==> config.mk <==
export PLATFORM = sky130hd
export DESIGN_NAME = alu_exec_flat
export DESIGN_NICKNAME = d
export VERILOG_FILES = /design/src/rtl/cpu_pkg.sv /design/src/rtl/alu_exec_if.sv /design/src/rtl/mul_iter.sv /design/src/rtl/alu_exec.sv /design/src/flat_wrapper.sv
export SDC_FILE = /design/constraint.sdc
export NUM_CORES = 1
export LEC_CHECK = 0
export ABC_AREA = 1
export CAP_MARGIN = 20
export CORE_ASPECT_RATIO = 0.75
export CORE_MARGIN = 4
export CORE_UTILIZATION = 35
export CTS_CLUSTER_DIAMETER = 100
export CTS_CLUSTER_SIZE = 12
export DETAILED_ROUTE_END_ITERATION = 10
export PLACE_DENSITY = 0.5
export SYNTH_ARGS = -nofsm -noshare
export SYNTH_HDL_FRONTEND = slang
export SYNTH_SLANG_ARGS = --single-unit
==> constraint.sdc <==
create_clock -name clk -period 4.11 [get_ports clk]
set_clock_uncertainty 0.2 [all_clocks]
set_input_delay 1.0275 -clock clk [delete_from_list [all_inputs] [get_ports clk]]
set_output_delay 1.0275 -clock clk [all_outputs]
set_load 0.005 [all_outputs]
==> src/rtl/cpu_pkg.sv <==
// Shared definitions for the CPU execute path: widths, opcodes, FSM states and flag layout.
// Data buses number the sign bit as bit 0; storage is [WIDTH-1:0], so that bit lives at SIGN.
package cpu_pkg;

  localparam int WIDTH = 32;
  localparam int REG_W = 5;
  localparam int OP_W  = 4;
  localparam int SH_W  = 5;
  localparam int SIGN  = WIDTH - 1;

  localparam logic [OP_W-1:0] OP_ADD   = 4'd0;
  localparam logic [OP_W-1:0] OP_SUB   = 4'd1;
  localparam logic [OP_W-1:0] OP_AND   = 4'd2;
  localparam logic [OP_W-1:0] OP_OR    = 4'd3;
  localparam logic [OP_W-1:0] OP_XOR   = 4'd4;
  localparam logic [OP_W-1:0] OP_SLL   = 4'd5;
  localparam logic [OP_W-1:0] OP_SRL   = 4'd6;
  localparam logic [OP_W-1:0] OP_SRA   = 4'd7;
  localparam logic [OP_W-1:0] OP_SLT   = 4'd8;
  localparam logic [OP_W-1:0] OP_SLTU  = 4'd9;
  localparam logic [OP_W-1:0] OP_MUL   = 4'd10;
  localparam logic [OP_W-1:0] OP_PASSB = 4'd11;

  // flags = {Z,N,C,V}
  localparam int FLAG_Z = 3;
  localparam int FLAG_N = 2;
  localparam int FLAG_C = 1;
  localparam int FLAG_V = 0;

  typedef enum logic [1:0] {
    ST_IDLE = 2'd0,
    ST_EXEC = 2'd1,
    ST_MUL  = 2'd2,
    ST_WB   = 2'd3
  } aluState_t;

  function automatic logic isLegalOp(input logic [OP_W-1:0] op);
    return op <= OP_PASSB;
  endfunction

  function automatic logic [3:0] packFlags(input logic [WIDTH-1:0] res,
                                           input logic carry, input logic ovf);
    logic [3:0] f;
    f         = '0;
    f[FLAG_Z] = (res == '0);
    f[FLAG_N] = res[SIGN];
    f[FLAG_C] = carry;
    f[FLAG_V] = ovf;
    return f;
  endfunction

endpackage

==> src/rtl/alu_exec_if.sv <==
// Controller <-> execute-stage bundle: operand/request side and write-back side.
// Handshake: start is taken only while busy is low; done pulses for exactly one cycle, in
// the same cycle as any WriteC/ill pulse, and nothing is queued while busy is high.
interface alu_exec_if;
  import cpu_pkg::*;

  logic              start;
  logic [OP_W-1:0]   op;
  logic [WIDTH-1:0]  busA;
  logic [WIDTH-1:0]  busB;
  logic [REG_W-1:0]  dest;
  logic [WIDTH-1:0]  busC;
  logic [REG_W-1:0]  busCsel;
  logic              WriteC;
  logic              busy;
  logic              done;
  logic [3:0]        flags;
  logic              ill;

  modport master (
    output start, op, busA, busB, dest,
    input  busC, busCsel, WriteC, busy, done, flags, ill
  );

  modport slave (
    input  start, op, busA, busB, dest,
    output busC, busCsel, WriteC, busy, done, flags, ill
  );

endinterface

==> src/rtl/mul_iter.sv <==
// Sequential shift-add multiplier: one multiplier bit per cycle, product kept mod 2^WIDTH.
// Bit 0 is consumed on the start edge, so done is high in the cycle after the last bit.
module mul_iter
  import cpu_pkg::*;
(
  input  logic             clk,
  input  logic             reset,
  input  logic             start,
  input  logic [WIDTH-1:0] multiplicand,
  input  logic [WIDTH-1:0] multiplier,
  output logic             busy,
  output logic             done,
  output logic [WIDTH-1:0] product
);

  localparam int CNT_W = 5;
  localparam logic [CNT_W-1:0] LAST_ITER = CNT_W'(WIDTH - 2);

  logic [WIDTH-1:0] mcand;
  logic [WIDTH-1:0] mplier;
  logic [CNT_W-1:0] iter;

  always_ff @(posedge clk or negedge reset) begin
    if (!reset) begin
      busy    <= 1'b0;
      done    <= 1'b0;
      product <= '0;
      mcand   <= '0;
      mplier  <= '0;
      iter    <= '0;
    end else begin
      done <= 1'b0;
      if (start && !busy) begin
        product <= multiplier[0] ? multiplicand : '0;
        mcand   <= multiplicand << 1;
        mplier  <= multiplier >> 1;
        iter    <= '0;
        busy    <= 1'b1;
      end else if (busy) begin
        if (mplier[0]) product <= product + mcand;
        mcand  <= mcand << 1;
        mplier <= mplier >> 1;
        iter   <= iter + 1'b1;
        if (iter == LAST_ITER) begin
          busy <= 1'b0;
          done <= 1'b1;
        end
      end
    end
  end

endmodule

==> src/rtl/alu_exec.sv <==
// Execute stage: latches operands from the register bank, runs one ALU op or an iterative
// multiply, and presents a one-cycle write-back to the bank on busC/busCsel/WriteC.
module alu_exec
  import cpu_pkg::*;
(
  input  logic      clk,
  input  logic      reset,
  alu_exec_if.slave bus,
  output aluState_t dbgState
);

  aluState_t        state;
  logic [WIDTH-1:0] aReg;
  logic [WIDTH-1:0] bReg;
  logic [OP_W-1:0]  opReg;
  logic [REG_W-1:0] destReg;

  logic             mulStart;
  logic             mulBusy;
  logic             mulDone;
  logic [WIDTH-1:0] mulProduct;

  logic [WIDTH:0]   sumExt;
  logic [WIDTH:0]   diffExt;
  logic [SH_W-1:0]  shamt;
  logic [WIDTH-1:0] exeResult;
  logic             exeCarry;
  logic             exeOvf;
  logic             exeLegal;
  logic [3:0]       exeFlags;

  assign dbgState = state;

  // The multiplier captures the operands itself on the accept edge.
  assign mulStart = (state == ST_IDLE) && bus.start && (bus.op == OP_MUL);

  mul_iter uMul (
    .clk          (clk),
    .reset        (reset),
    .start        (mulStart),
    .multiplicand (bus.busA),
    .multiplier   (bus.busB),
    .busy         (mulBusy),
    .done         (mulDone),
    .product      (mulProduct)
  );

  always_comb begin
    sumExt    = {1'b0, aReg} + {1'b0, bReg};
    diffExt   = {1'b0, aReg} - {1'b0, bReg};
    shamt     = bReg[SH_W-1:0];
    exeResult = '0;
    exeCarry  = 1'b0;
    exeOvf    = 1'b0;
    exeLegal  = isLegalOp(opReg);
    case (opReg)
      OP_ADD: begin
        exeResult = sumExt[WIDTH-1:0];
        exeCarry  = sumExt[WIDTH];
        exeOvf    = (aReg[SIGN] == bReg[SIGN]) && (sumExt[SIGN] != aReg[SIGN]);
      end
      OP_SUB: begin
        // Top bit of the extended difference is the unsigned borrow (A < B).
        exeResult = diffExt[WIDTH-1:0];
        exeCarry  = diffExt[WIDTH];
        exeOvf    = (aReg[SIGN] != bReg[SIGN]) && (diffExt[SIGN] != aReg[SIGN]);
      end
      OP_AND:   exeResult = aReg & bReg;
      OP_OR:    exeResult = aReg | bReg;
      OP_XOR:   exeResult = aReg ^ bReg;
      OP_SLL:   exeResult = aReg << shamt;
      OP_SRL:   exeResult = aReg >> shamt;
      OP_SRA:   exeResult = $unsigned($signed(aReg) >>> shamt);
      OP_SLT:   exeResult = {{(WIDTH-1){1'b0}}, ($signed(aReg) < $signed(bReg))};
      OP_SLTU:  exeResult = {{(WIDTH-1){1'b0}}, (aReg < bReg)};
      OP_PASSB: exeResult = bReg;
      default:  exeResult = '0;
    endcase
    exeFlags = packFlags(exeResult, exeCarry, exeOvf);
  end

  always_ff @(posedge clk or negedge reset) begin
    if (!reset) begin
      state       <= ST_IDLE;
      aReg        <= '0;
      bReg        <= '0;
      opReg       <= '0;
      destReg     <= '0;
      bus.busC    <= '0;
      bus.busCsel <= '0;
      bus.WriteC  <= 1'b0;
      bus.busy    <= 1'b0;
      bus.done    <= 1'b0;
      bus.flags   <= '0;
      bus.ill     <= 1'b0;
    end else begin
      case (state)
        ST_IDLE: begin
          if (bus.start) begin
            aReg     <= bus.busA;
            bReg     <= bus.busB;
            opReg    <= bus.op;
            destReg  <= bus.dest;
            bus.busy <= 1'b1;
            state    <= (bus.op == OP_MUL) ? ST_MUL : ST_EXEC;
          end
        end
        ST_EXEC: begin
          state       <= ST_WB;
          bus.done    <= 1'b1;
          bus.ill     <= !exeLegal;
          bus.busC    <= exeResult;
          bus.busCsel <= destReg;
          bus.WriteC  <= exeLegal && (destReg != '0);
          if (exeLegal) bus.flags <= exeFlags;
        end
        ST_MUL: begin
          if (mulDone && !mulBusy) begin
            state       <= ST_WB;
            bus.done    <= 1'b1;
            bus.busC    <= mulProduct;
            bus.busCsel <= destReg;
            bus.WriteC  <= (destReg != '0);
            bus.flags   <= packFlags(mulProduct, 1'b0, 1'b0);
          end
        end
        ST_WB: begin
          state       <= ST_IDLE;
          bus.busC    <= '0;
          bus.busCsel <= '0;
          bus.WriteC  <= 1'b0;
          bus.done    <= 1'b0;
          bus.ill     <= 1'b0;
          bus.busy    <= 1'b0;
        end
        default: state <= ST_IDLE;
      endcase
    end
  end

endmodule

==> src/flat_wrapper.sv <==
// flat-port wrapper written by rule: the top's interface ports become plain ports
module alu_exec_flat import cpu_pkg::*;
  (clk, reset, dbgState, bus_start, bus_op, bus_busA, bus_busB, bus_dest, bus_busC, bus_busCsel, bus_WriteC, bus_busy, bus_done, bus_flags, bus_ill);
  alu_exec_if bus_i ();
  input  logic clk;
  input  logic reset;
  output aluState_t dbgState;
  input wire logic [$bits(bus_i.start)-1:0] bus_start;
  input wire logic [$bits(bus_i.op)-1:0] bus_op;
  input wire logic [$bits(bus_i.busA)-1:0] bus_busA;
  input wire logic [$bits(bus_i.busB)-1:0] bus_busB;
  input wire logic [$bits(bus_i.dest)-1:0] bus_dest;
  output wire logic [$bits(bus_i.busC)-1:0] bus_busC;
  output wire logic [$bits(bus_i.busCsel)-1:0] bus_busCsel;
  output wire logic [$bits(bus_i.WriteC)-1:0] bus_WriteC;
  output wire logic [$bits(bus_i.busy)-1:0] bus_busy;
  output wire logic [$bits(bus_i.done)-1:0] bus_done;
  output wire logic [$bits(bus_i.flags)-1:0] bus_flags;
  output wire logic [$bits(bus_i.ill)-1:0] bus_ill;
  assign bus_i.start = bus_start;
  assign bus_i.op = bus_op;
  assign bus_i.busA = bus_busA;
  assign bus_i.busB = bus_busB;
  assign bus_i.dest = bus_dest;
  assign bus_busC = bus_i.busC;
  assign bus_busCsel = bus_i.busCsel;
  assign bus_WriteC = bus_i.WriteC;
  assign bus_busy = bus_i.busy;
  assign bus_done = bus_i.done;
  assign bus_flags = bus_i.flags;
  assign bus_ill = bus_i.ill;
  alu_exec u_core (.clk(clk), .reset(reset), .bus(bus_i), .dbgState(dbgState));
endmodule
== After elaboration in Yosys (flattened, before gate mapping) ==
Index checks and enable logic that the tools add are counted.

* Reduce and logical (&&, ||, !) cells: 26
* Order comparisons: 3
* Equality and inequality tests: 22
* Shifts and indexed selects: 3
* Bitwise logic cells: 3
* Muxes and demuxes: 37
* Add/subtract/negate cells: 4

{| class="wikitable"
|+ Operator list
! kind !! count
|-
| $pmux W32 S11 || 1
|-
| $mux W32 || 9
|-
| $pmux W32 S3 || 1
|-
| $logic_not A32 Y1 || 2
|-
| $lt A32 B32 Y1 || 2
|-
| $add A32 B32 Y33 || 1
|-
| $sub A32 B32 Y33 || 1
|-
| $add A32 B32 Y32 || 1
|-
| $and A32 B32 Y32 || 1
|-
| $or A32 B32 Y32 || 1
|-
| $shl A32 B5 Y32 || 1
|-
| $shr A32 B5 Y32 || 1
|-
| $sshr A32 B5 Y32 || 1
|-
| $xor A32 B32 Y32 || 1
|-
| $eq A4 B3 Y1 const B || 4
|-
| $eq A4 B4 Y1 const B || 4
|-
| $mux W5 || 3
|-
| $pmux W5 S3 || 1
|-
| $reduce_and A2 Y1 || 5
|-
| $reduce_bool A2 Y1 || 5
|-
| $mux W1 || 9
|-
| $eq A4 B2 Y1 const B || 2
|-
| $mux W4 || 2
|-
| $pmux W1 S2 || 4
|-
| 21 further kinds || 35
|}

* Output and inout bits: 47
* Word-level logic and storage cells: 116
* Bits of input ports: 76
* Register bits after elaboration: 223

== Logic depth before layout (Yosys ltp) ==
* Word-level depth: 6
* Depth in mapped cells: 25
* Gate-level depth less buffers: 23

== By module ==
A second synthesis with hierarchy kept.

* Cell total of the unflattened synthesis: 3,683
* Area total of the unflattened synthesis: 22,436.5 um^2

{| class="wikitable"
|+ Modules (own cells, without submodules)
! module !! sequential area each (um^2) !! times used !! cells an instance !! area each (um^2)
|-
| alu_exec || 3,002.9 || 1 || 2,727 || 15,753.9
|-
| mul_iter || 2,527.4 || 1 || 956 || 6,682.7
|}

== Worst setup path before layout ==
Ideal clock, no wire load.

* Path type: register to register
* From: register u_core.bReg[2]
* To: register u_core.bus.flags[3]
* Cell stages (with the launch flop): 26
* Path buffers: 4
* Setup time: 0.073 ns
* Data required time: 3.837 ns
* Path slack: 1.138 ns
* Data arrival time: 2.699 ns
* Path through: dfrtp_1 buf_2 inv_1 buf_2 buf_2 ha_1 buf_6 nor2_2 nand2_1 nand3_1 nand2_1 nand2_2 nand2_1 nand2_1 nand2_1 nand2_1 nand2_1 nand3_1 nand2_1 nor2_2 nand2_1 nor2_1 nand2_1 nor2_1 nand3_1 a21oi_2

* Cells in the longest elaborated chain, start to end: 5

{| class="wikitable"
|+ Ends and longest elaborated chain
! what !! RTL line !! text
|-
| start, declared || alu_exec.sv:14 || <nowiki>logic [WIDTH-1:0] bReg;</nowiki>
|-
| start signal, assigned || alu_exec.sv:101 || <nowiki>bReg <= bus.busB;</nowiki>
|-
| $sub A32 B32 Y33 (tied with other cells) || alu_exec.sv:50 || <nowiki>diffExt = {1'b0, aReg} - {1'b0, bReg};</nowiki>
|-
| $pmux W32 S11 * || alu_exec.sv:56 || <nowiki>case (opReg)</nowiki>
|-
| $logic_not A32 Y1 * || cpu_pkg.sv:45 || <nowiki>f[FLAG_Z] = (res == '0);</nowiki>
|-
| $mux W4 * || alu_exec.sv:115 || <nowiki>if (exeLegal) bus.flags <= exeFlags;</nowiki>
|-
| $pmux W4 S2 * || alu_exec.sv:97 || <nowiki>case (state)</nowiki>
|-
| end signal, assigned || alu_exec.sv:115 ||
|-
| end signal, assigned || alu_exec.sv:124 || <nowiki>bus.flags <= packFlags(mulProduct, 1'b0, 1'b0);</nowiki>
|-
| end, declared || alu_exec_if.sv:27 || <nowiki>output busC, busCsel, WriteC, busy, done, flags, ill</nowiki>
|}

Mark *: on every way between the ends. The rest lies on a longest branch, timed or not. The select of a mux whose other input is x is not followed.
A chain may end at the register's enable or synchronous reset.

== Worst setup path in the final report ==
* From: register u_core.opReg[1]
* To: register u_core.bus.flags[3]

* Cells in the longest elaborated chain, start to end: 5

{| class="wikitable"
|+ Ends and longest elaborated chain
! what !! RTL line !! text
|-
| start, declared || alu_exec.sv:15 || <nowiki>logic [OP_W-1:0] opReg;</nowiki>
|-
| start signal, assigned || alu_exec.sv:102 || <nowiki>opReg <= bus.op;</nowiki>
|-
| $eq A4 B4 Y1 (tied with other cells) || alu_exec.sv:56 ||
|-
| $pmux W32 S11 || alu_exec.sv:56 ||
|-
| $logic_not A32 Y1 || cpu_pkg.sv:45 ||
|-
| $mux W4 || alu_exec.sv:115 ||
|-
| $pmux W4 S2 || alu_exec.sv:97 ||
|}

Several ways; a longest one is shown, not always the timed one. The select of a mux whose other input is x is not followed.

==> results.md <==
- Status: completed
- Slew headroom: 17.99%
- Multi-input logic area: 0.01360 mm2
- Vias in the first global route: 23290
- Setup TNS Final: 0 ps
- Die Y-Extent: 222.8 um
- Synthesized instance count: 3529
- Critical Path Source Type: flip-flop
- Hold_sp: u_core.bus.done$_DFFE_PN0P_
- CTS Buf Count: 23
- CP Class: flip-flop to flip-flop
- Routed WL: 117.3 mm
- Number of clock sinks: 221
- Seq/Total Area, Yosys: 25.69%
- Synth top cells by count: nand2_1, nand3_1, inv_1
- Final-layout fill cell count: 6671
- Reg clk slew, reported paths: 60 ps
- R2R depth: 14
- Largest net degree at the start of global routing: 91
- Synth Register Bits: 221
- CP Data Arrival Time: 4340 ps
- Synth top area share: 25.69%
- Clk_lat worst skew: 560 ps
- TritonCTS clock tree: built
- RD Place Congestion: 1.094
- Layout cells sized above 1: 8.728%
- Port-buffer cells: 122
- Yosys cell types: 57
- Final period util: 98.96%
- Mapped Area: 0.02153 mm2
- Count leader, synth: nand2_1
- H-Tree Level Count: 1
- Routed wire per std cell: 25.98 um
- Ys Warns: 0
- Post-CTS sizing: 0
- CTS root buffer: clkbuf_16
- DR pass1 iterations: 7
- Post-synth EDFFs: 0
- Hold depth: 2
- Top cells by area, synth: dfrtp_1, nand2_1, nand3_1
- Worst slew pin tran: 1226 ps
- Hold Path Class: flip-flop to flip-flop
- First-pass GRT wire length: 165.3 mm
- Reg2reg start: u_core.opReg[1]$_DFFE_PN0P_
- Maximum clock rate: 245.9 MHz
- DR vias/cell: 5.740
- DRT iter0 DRCs: 3686
- Hold Violations, Final: 0
- Slew Limit Fails: 0
- Worst Hold Endpoint: u_core.bus.done$_DFFE_PN0P_
- # rows: 78
- DRC violations left: 0
- DIE AREA: 0.06558 mm2
- Crit path capture type: flip-flop
- CTS Buffer Depth: 3
- Mean Syn Cell Area: 6.100 um2
- Unrepaired setup endpoints after global routing: no
- Starting density of the core: 35.46%
- Die Wd: 294.4 um
- Worst reg2reg setup slack: 40 ps
- Num ports: 123
- Vias: 25904
- Syn_nets: 3743
- Postcts setup bufs: 0
- Post-route ant nets: 0
- Maximum Capacitance Violations: 0
- Layout Nets: 3923
- Post-synth ARST share: 100.0%
- Hpwl dp: 95.75 mm
- Area occupied by registers: 0.005533 mm2
- R2r endpoint: u_core.bus.flags[3]$_DFFE_PN0P_
- Area Overhead vs Synth: 16.95%
- Antenna violations before repair: 5
- Required time of the critical path: 4380 ps
- Fin crit period: 4067 ps
- CP Max Fanout: 11
- Commonest register cell after synthesis: dfrtp_1
- Post-CTS Hold Fix Bufs: 0
- Core region area: 0.06070 mm2
- Total GRT Usage: 34.36%
- Synth area leader: dfrtp_1
- Setup Viol. Count Final: 0
- GRT overflow: 0
[state kept, by name (all words and copies together), names as in the netlist, 2 cells and up]
name and count:
u_core.aReg 32, u_core.bReg 32, u_core.bus.busC 32, u_core.bus.busCsel 5, u_core.bus.flags 4, u_core.dbgState 2
u_core.destReg 5, u_core.opReg 4, u_core.uMul.iter 5, u_core.uMul.mcand 31, u_core.uMul.mplier 31, u_core.uMul.product 32
[final cells by class]
cell class,count,area share [%]
Tap cell,800,3.976
Sequential cell,221,21.97
Clock inverter,4,0.1342
Timing Repair Buffer,315,11.07
Inverter,437,6.535
Antenna cell,1,0.009939
Multi-Input combinational cell,2711,54.00
Clock buffer,24,2.301
[worst max-delay path by stage]
| stage | start | to | slack (ps) | cells after the start |
|---|---|---|---|---|
| after floorplan | u_core.bReg[2]$_DFFE_PN0P_ | u_core.bus.flags[3]$_DFFE_PN0P_ | 1140 | 25 |
| after global placement | u_core.bReg[14]$_DFFE_PN0P_ | u_core.bus.busC[25]$_DFFE_PN0P_ | 120 | 17 |
| after detailed placement | u_core.bReg[14]$_DFFE_PN0P_ | u_core.bus.busC[25]$_DFFE_PN0P_ | 250 | 17 |
| after CTS | u_core.bReg[14]$_DFFE_PN0P_ | u_core.bus.busC[25]$_DFFE_PN0P_ | 180 | 17 |
| after global routing | u_core.bReg[0]$_DFFE_PN0P_ | u_core.bus.flags[3]$_DFFE_PN0P_ | 20 | 22 |
| final | u_core.opReg[1]$_DFFE_PN0P_ | u_core.bus.flags[3]$_DFFE_PN0P_ | 40 | 14 |
[placed cells by master (no fill, tap or decap), types with 35 or more instances in the layout]
cell and instances:
buf_4 184, o22ai_1 38, nand3_1 450, o21ai_0 212, clkdlybuf4s50_1 121, a21oi_1 200
inv_1 412, dfrtp_1 219, nand2_1 1043, nor2_1 318, nor3_1 35, ha_1 135
[layer usage]
metal | global-route usage [%] | vias to the layer above | wire [um]
li1 | - | 11861 | -
met1 | 51.34 | 12333 | 53830
met2 | 48.07 | 1528 | 46640
met3 | 10.09 | 178 | 13270
met4 | 8.259 | 4 | 3489
met5 | 0 | - | 23
[cells by family after synthesis]
kind of cell / count (synthesis) / share of synthesized area (%)
XOR/XNOR: 8 / 0.3255
multiplexers: 1 / 0.05230
flip-flops: 221 / 25.69
AND/OR/NAND/NOR: 1966 / 38.89
buffers and inverters: 597 / 11.29
adder cells (fa/ha/maj): 138 / 8.125
AO/OA/AOI/OAI: 598 / 15.63
[metrics by stage]
stage | utilization, % | instances | worst slack (ps) | hold slack, ps | instance area (um2)
CTS | 41.47 | 4512 | 180.2 | 279.3 | 25180
global placement | 40.46 | 4484 | 124.3 | 258.2 | 24560
global route | 41.47 | 4512 | 17.45 | 306.5 | 25180
finish | 41.48 | 4513 | 42.59 | 270.3 | 25180
floorplan | - | 3529 | 1138 | 252.4 | 21530
detailed placement | 40.46 | 4484 | 250.3 | 265.0 | 24560
[worst max-delay path, stage by stage, from the launching register on]
cell,delay (ps)
dfrtp_1,560
nand4_1,920
buf_4,310
o22ai_1,90
nor2_1,390
nand3_1,140
a21oi_1,380
nand2_1,130
nor2_1,110
nand2_1,80
nor2_1,150
nand2_1,90
nor2_1,180
nand3_1,120
a21oi_2,130
Power is not shown: default switching activity piles up to over one toggle a cycle in this logic, so the estimate is an artifact.
